File: src/rtl/shift_add_mul_ctrl_if.sv
// Request/response bundle between a multiply request source and the
// shift-and-add sequencing controller.
interface shift_add_mul_ctrl_if #(
    parameter int WIDTH = 16
);
    logic                   start;
    logic                   abort;
    logic [WIDTH-1:0]       multiplicand;
    logic [WIDTH-1:0]       multiplier;
    logic                   busy;
    logic                   done;
    logic [2*WIDTH-1:0]     product;

    // Request source drives operands and control, observes status/result
    modport master (
        output start, abort, multiplicand, multiplier,
        input  busy, done, product
    );

    // Controller consumes the request, publishes status/result
    modport slave (
        input  start, abort, multiplicand, multiplier,
        output busy, done, product
    );
endinterface

File: src/rtl/shift_add_mul_ctrl.sv
// Sequential shift-and-add multiplier controller: one conditional add plus
// right shift of {C,A,Q} per clock, WIDTH iterations, registered product.
module shift_add_mul_ctrl #(
    parameter int WIDTH = 16
) (
    input  logic                 clk,
    input  logic                 rst_n,
    shift_add_mul_ctrl_if.slave  bus
);
    localparam int CW = (WIDTH > 1) ? $clog2(WIDTH) : 1;
    localparam logic [CW-1:0] LAST = CW'(WIDTH - 1);

    typedef enum logic [1:0] {
        S_IDLE = 2'd0,
        S_RUN  = 2'd1,
        S_DONE = 2'd2
    } state_t;

    state_t               state_q, state_d;
    logic [WIDTH-1:0]     a_q, a_d;
    logic [WIDTH-1:0]     q_q, q_d;
    logic [WIDTH-1:0]     m_q, m_d;
    logic                 c_q, c_d;
    logic [CW-1:0]        cnt_q, cnt_d;
    logic [2*WIDTH-1:0]   prod_q, prod_d;
    logic                 busy_q, busy_d;
    logic                 done_q, done_d;
    logic [WIDTH:0]       sum;

    // Next-state and datapath: capture on accept, add/shift in RUN, publish on last step
    always_comb begin
        state_d = state_q;
        a_d     = a_q;
        q_d     = q_q;
        m_d     = m_q;
        c_d     = c_q;
        cnt_d   = cnt_q;
        prod_d  = prod_q;
        busy_d  = busy_q;
        done_d  = done_q;
        // Full WIDTH+1-bit add so the carry out of A lands in the shifted A
        sum     = {c_q, a_q} + (q_q[0] ? {1'b0, m_q} : {(WIDTH+1){1'b0}});

        case (state_q)
            S_IDLE: begin
                if (bus.start && !bus.abort) begin
                    m_d     = bus.multiplicand;
                    q_d     = bus.multiplier;
                    a_d     = '0;
                    c_d     = 1'b0;
                    cnt_d   = '0;
                    state_d = S_RUN;
                    busy_d  = 1'b1;
                end
            end
            S_RUN: begin
                if (bus.abort) begin
                    // Cancel wins even over the final iteration: product untouched
                    state_d = S_IDLE;
                    busy_d  = 1'b0;
                end else begin
                    a_d   = sum[WIDTH:1];
                    q_d   = {sum[0], q_q[WIDTH-1:1]};
                    c_d   = 1'b0;
                    cnt_d = cnt_q + 1'b1;
                    if (cnt_q == LAST) begin
                        prod_d  = {sum[WIDTH:1], sum[0], q_q[WIDTH-1:1]};
                        state_d = S_DONE;
                        busy_d  = 1'b0;
                        done_d  = 1'b1;
                    end
                end
            end
            S_DONE: begin
                state_d = S_IDLE;
                done_d  = 1'b0;
            end
            default: begin
                state_d = S_IDLE;
                busy_d  = 1'b0;
                done_d  = 1'b0;
            end
        endcase
    end

    // State registers with synchronous active-low reset
    always_ff @(posedge clk) begin
        if (!rst_n) begin
            state_q <= S_IDLE;
            a_q     <= '0;
            q_q     <= '0;
            m_q     <= '0;
            c_q     <= 1'b0;
            cnt_q   <= '0;
            prod_q  <= '0;
            busy_q  <= 1'b0;
            done_q  <= 1'b0;
        end else begin
            state_q <= state_d;
            a_q     <= a_d;
            q_q     <= q_d;
            m_q     <= m_d;
            c_q     <= c_d;
            cnt_q   <= cnt_d;
            prod_q  <= prod_d;
            busy_q  <= busy_d;
            done_q  <= done_d;
        end
    end

    assign bus.busy    = busy_q;
    assign bus.done    = done_q;
    assign bus.product = prod_q;
endmodule

File: src/flat_wrapper.sv
// flat-port wrapper written by rule: the top's interface ports become plain ports
module shift_add_mul_ctrl_flat 
#(
    parameter int WIDTH = 16
)
  (clk, rst_n, bus_start, bus_abort, bus_multiplicand, bus_multiplier, bus_busy, bus_done, bus_product);
  shift_add_mul_ctrl_if #(.WIDTH(WIDTH)) bus_i ();
  input  logic clk;
  input  logic rst_n;
  input wire logic [$bits(bus_i.start)-1:0] bus_start;
  input wire logic [$bits(bus_i.abort)-1:0] bus_abort;
  input wire logic [$bits(bus_i.multiplicand)-1:0] bus_multiplicand;
  input wire logic [$bits(bus_i.multiplier)-1:0] bus_multiplier;
  output wire logic [$bits(bus_i.busy)-1:0] bus_busy;
  output wire logic [$bits(bus_i.done)-1:0] bus_done;
  output wire logic [$bits(bus_i.product)-1:0] bus_product;
  assign bus_i.start = bus_start;
  assign bus_i.abort = bus_abort;
  assign bus_i.multiplicand = bus_multiplicand;
  assign bus_i.multiplier = bus_multiplier;
  assign bus_busy = bus_i.busy;
  assign bus_done = bus_i.done;
  assign bus_product = bus_i.product;
  shift_add_mul_ctrl #(.WIDTH(WIDTH)) u_core (.clk(clk), .rst_n(rst_n), .bus(bus_i));
endmodule
File: config.mk
export PLATFORM = sky130hd
export DESIGN_NAME = shift_add_mul_ctrl_flat
export DESIGN_NICKNAME = d
export VERILOG_FILES = /design/src/rtl/shift_add_mul_ctrl_if.sv /design/src/rtl/shift_add_mul_ctrl.sv /design/src/flat_wrapper.sv
export SDC_FILE = /design/constraint.sdc
export NUM_CORES = 1
export LEC_CHECK = 0
export ABC_AREA = 1
export BUFFER_PORTS_ARGS = -buffer_cell sky130_fd_sc_hd__buf_4
export CAP_MARGIN = 0
export CELL_PAD_IN_SITES_DETAIL_PLACEMENT = 1
export CELL_PAD_IN_SITES_GLOBAL_PLACEMENT = 1
export CORE_MARGIN = 5
export CORE_UTILIZATION = 30
export CTS_CLUSTER_SIZE = 24
export DETAILED_ROUTE_END_ITERATION = 10
export PLACE_DENSITY = 0.64
export REMOVE_ABC_BUFFERS = 1
export SYNTH_ARGS = -nofsm -noshare
export SYNTH_HDL_FRONTEND = slang
export SYNTH_SLANG_ARGS = --single-unit
File: constraint.sdc
create_clock -name clk -period 5.38 [get_ports clk]
set_clock_uncertainty 0.15 [all_clocks]
set_input_delay 0 -clock clk [delete_from_list [all_inputs] [get_ports clk]]
set_output_delay 0 -clock clk [all_outputs]
set_load 0.02 [all_outputs]
# ---- Yosys cells after proc, flatten, opt, wreduce, memory -nomap -nowiden
# Cells that the tools add are included.
# Widths: inputs -> output; s select.
dict set report word_totals {
  reg_bits 89
  latchBits 0
  ram_bits 0
  mem_bits_ro 0
  input_bits 36
  output_inout_bits 34
  word_cells 55
  n_memories 0
}
dict set report classes {
  n_addsub 2
  mul 0
  div_mod_pow 0
  n_lt_le_gt_ge 0
  n_eq_ne 7
  shift 0
  muxes 24
  n_bitwise 3
  n_reduce_logical 10
}
# operator count
set ops {}
lappend ops {{$mux 16} 5}
lappend ops {{$pmux 16 s2} 2}
lappend ops {{$add 17x17->17} 1}
lappend ops {{$reduce_and 3->1} 4}
lappend ops {{$mux 4} 2}
lappend ops {{$pmux 4 s2} 1}
lappend ops {{$mux 1} 7}
lappend ops {{$mux 2} 3}
lappend ops {{$add 4x1->4 const B} 1}
lappend ops {{$eq 4x4->1 const B} 1}
lappend ops {{$ne 2x1->1 const B} 2}
lappend ops {{$pmux 1 s2} 2}
lappend ops {{$pmux 2 s2} 1}
lappend ops {{$reduce_and 2->1} 2}
lappend ops {{$ne 3x2->1 const B} 1}
lappend ops {{$not 1->1} 3}
lappend ops {{$pmux 1 s3} 1}
lappend ops {{$eq 2x1->1 const B} 1}
lappend ops {{$eq 2x2->1 const B} 1}
lappend ops {{$logic_not 2->1} 1}
lappend ops {{$ne 2x2->1 const B} 1}
lappend ops {{$reduce_bool 2->1} 1}
lappend ops {{$logic_and 1x1->1} 1}
lappend ops {{$logic_not 1->1} 1}

# ---- Logic depth before layout (Yosys ltp)
dict set report depth {
  depth_word 4
  mapped_depth 17
  ltp_nobuf 15
}

# ---- Worst setup path after synthesis
# Ideal clock, no wire load.
dict set report synth_path {
  path_kind {reg-to-reg}
  from {register u_core.q_q[0]}
  to {register u_core.prod_q[25] (netlist: u_core.bus.product[25])}
  setup_time_ns 0.115
  arrival_ns 1.985
  required_ns 5.115
  setup_slack_ns 3.130
  stages_incl_launch_ff 15
  path_buffers 2
  period_less_slack_ns 2.250
  cell_sequence {dfxtp_1 > clkbuf_1 > clkbuf_1 > nand2_1 > inv_1 > ha_1 > or2_2 > nand3_1 > nand2_1 > nand2_1 > nand2_1 > nand2_1 > nand2_1 > o21ai_0 > inv_1}
}
dict set report synth_between {
  elab_chain_len 2
}
# element line
set synth_lines {}
lappend synth_lines {{from (decl)} shift_add_mul_ctrl.sv:21} ;# logic [WIDTH-1:0] q_q, q_d;
lappend synth_lines {{from (signal assigned)} shift_add_mul_ctrl.sv:101} ;# q_q <= q_d;
lappend synth_lines {{$mux 16} shift_add_mul_ctrl.sv:42} ;# sum = {c_q, a_q} + (q_q[0] ? {1'b0, m_q} : {(WIDTH+1){1'b0}});
lappend synth_lines {{$add 17x17->17} shift_add_mul_ctrl.sv:42}
lappend synth_lines {{to (signal assigned)} shift_add_mul_ctrl.sv:105} ;# prod_q <= prod_d;
lappend synth_lines {{to (decl)} shift_add_mul_ctrl.sv:25} ;# logic [2*WIDTH-1:0] prod_q, prod_d;
# No other way between the ends.
# A chain may end at the register's enable or synchronous reset.

# ---- Final worst setup path
dict set report layout_path {
  from {register u_core.state_q[1]}
  to {register u_core.prod_q[24] (netlist: u_core.bus.product[24])}
}
dict set report layout_between {
  elab_chain_len 2
}
# element line
set layout_lines {}
lappend layout_lines {{from (decl)} shift_add_mul_ctrl.sv:19} ;# state_t state_q, state_d;
lappend layout_lines {{from (signal assigned)} shift_add_mul_ctrl.sv:99} ;# state_q <= state_d;
lappend layout_lines {{$eq 2x1->1} shift_add_mul_ctrl.sv:44} ;# case (state_q)
lappend layout_lines {{$reduce_and 3->1 (no line)} --}
# No other way between the ends.

==> flow_summary.toml <==
[sta]
hold_viol = 0
worst_hold_slack_ns = 0.209
setup_tns_ns = 0
max_freq_mhz = 326
fin_crit_sh_pct = 57.1
min_period_ns = 3.07
setup_viol_count_final = 0
grt_setup_unrepaired = "no"
slew_violations = 0
relSlewSlack_pct = 36.7
worst_slew_pin_slew_ns = 0.947

[global_routing]
grt_max_degree = 40
grt_antenna_before_repair = 0
grt.total_usage_pct = 16.3
grt_pass1_vias = 4696
grt_pass1_wl_mm = 21.8
grt_overflow_total = 0

[route]
vias = 4351
first_pass_iters = 4
postRouteAntennaNets = 0
wl_per_cell_um = 13.9
viasPerCell = 4.63
first_iter_violations = 156
routed_wirelength_mm = 13.1
drc = 0

[worst_setup_path]
cp_max_fo = 39
start_kind = "flop"
setup.worst_path.start = "u_core.state_q[1]"
r2r_start = "u_core.state_q[1]"
reg2regPathDepth = 8
critPathKind = "reg2reg"
worstPathRequired_ns = 5.47
crit_arrival_ns = 3.16
critPathCaptureType = "flop"

[job]
max_cap_violations = 0

[pwr]
powerDensity_mw_per_mm2 = 254
p_leak_uw = 0.00289
vdd_drop_max_mv = 0.171

[cts]
worstSkewPairLatency_ns = 0.35
cts_setup_buffers = 0
clk_pin_slew_ns = 0.06
cts_inserted_buffers = 9
cts_tree = "built"
cts-root-buf = "clkbuf_16"
cts.path.max_buffers = 2
cts.sinks = 88
cts_max_level = 3

[place]
place_congestion = 0.867
numPortBuffers = 69
dpl.hpwl_mm = 8.95
dp_cells = 869

[hold_path]
min_path_type = "in2reg"
holdPathStages = 6
hp-start = "bus_start"

[synth]
synth_top_cell_by_area = "dfxtp_1"
yosysUniqueCellTypes = 24
yosysWarnings = 0
ys_seq_area_share_pct = 40.9
syn_area_mm2 = 0.00431
synth_top_area_share_pct = 40.9
syn_avg_cell_area_um2 = 6.68
syn_inst = 645
synth.area.top_cells = "dfxtp_1, nand2_1, nor2_1"
ys_seq_elements = 88

[finish]
fill_cells = 1794
areaGrowthSynthToFinish_pct = 35.0
diodes = 0
final_cells = 940
layout.nets = 810
drive_gt1_share_pct = 13.2

[floorplanning]
ios = 70
die_height_um = 130
dieWidth_um = 130
num_rows = 43
start_util_pct = 30.8
core_area_mm2 = 0.0140
dieArea_mm2 = 0.0168

[outcome]
status = "complete, no violations"
==> cells in the mapped netlist <==
cell	instances
a31o_2	1
o21ai_0	34
dfxtp_1	88
ha_1	17
or2_2	2
nand3_1	18
a211oi_1	1
nor3_4	1
a21oi_1	48
inv_2	6
a31oi_1	17
xnor2_1	2
inv_1	71
nand2_2	1
nor3_2	1
nor3_1	3
buf_4	3
nand2_1	216
clkbuf_1	14
nor2_1	82
buf_2	10
fa_1	1
nor2_4	3
xor2_1	5
==> per-stage QoR <==
stage	instance area (µm²)	utilization (%)	power, µW	setup WS, ns
floorplan	4180	-	740	3.20
finish	5810	41.5	1480	2.31
CTS	5810	41.5	1500	2.23
global placement	4940	35.3	785	2.38
detailed placement	4940	35.3	788	2.26
global route	5810	41.5	1540	1.95
==> critical path, cell delays in order, from the launching register on <==
cell,delay (ns)
dfxtp_1,0.31
inv_2,0.07
nand2_2,0.08
nor2_4,0.68
inv_2,0.13
nor2_4,0.74
inv_2,0.45
o21ai_0,0.28
inv_1,0.06
==> sequential cells by signal, summed over array words and instances, names as in the netlist <==
register            cells
u_core.bus.product     32
u_core.bus.busy         1
u_core.m_q             16
u_core.state_q          2
u_core.bus.done         1
u_core.a_q             16
u_core.cnt_q            4
u_core.q_q             16
==> final timing paths <==
| check | endpoint | slack (ns) |
|---|---|---|
| min | u_core.m_q[10] | 0.21 |
| max | u_core.bus.product[24] | 2.31 |
| min reg2reg | u_core.bus.product[10] | 0.31 |
| max reg2reg | u_core.bus.product[24] | 2.31 |
==> cell families after synthesis <==
family,synth area share [%]
compound gates,12.4
xor+xnor,1.42
fa+ha+maj,5.41
buf+inv,9.62
flops,40.9
simple gates,30.3
==> repair_timing <==
action                     CTS  global route
resized for setup            0             0
hold endpoints to repair    48             0
setup endpoints to repair    0             0
hold buffers                56             0
==> area by class of cell <==
class / count / area (µm²) / area share, %
sequential: 88 / 1760 / 30.3
multi-input combinational: 453 / 2130 / 36.6
tap: 180 / 225 / 3.88
clock buffer: 10 / 229 / 3.94
clock inverter: 5 / 82.6 / 1.42
inverter: 77 / 289 / 4.97
timing repair buffer: 127 / 1090 / 18.8
==> layout by cell type (no fill, tap or decap), types with 5 or more instances in the layout <==
| cell type | instances |
|---|---|
| a21oi_1 | 48 |
| a31oi_1 | 17 |
| buf_4 | 71 |
| clkbuf_16 | 9 |
| dfxtp_1 | 88 |
| dlygate4sd3_1 | 56 |
| ha_1 | 17 |
| inv_1 | 71 |
| inv_2 | 6 |
| nand2_1 | 216 |
| nand3_1 | 18 |
| nor2_1 | 82 |
| o21ai_0 | 34 |
| xor2_1 | 5 |
==> where the power goes <==
part | total (µW) | internal [µW] | leakage (µW) | switching, µW
clock network | 668 | 405 | 0.000153 | 262
logic | 125 | 63.8 | 0.00203 | 61.7
registers | 682 | 669 | 0.000714 | 13.0
==> routing by layer <==
layer  wire length [µm]  up-vias  track usage, %
li1                   -     2230               -
met1               5710     2058            18.3
met2               6810       53            30.7
met3                415       10            4.13
met4                125        0            4.03
met5                  0        -               0
No activity file was read; power rests on OpenSTA's default activity.
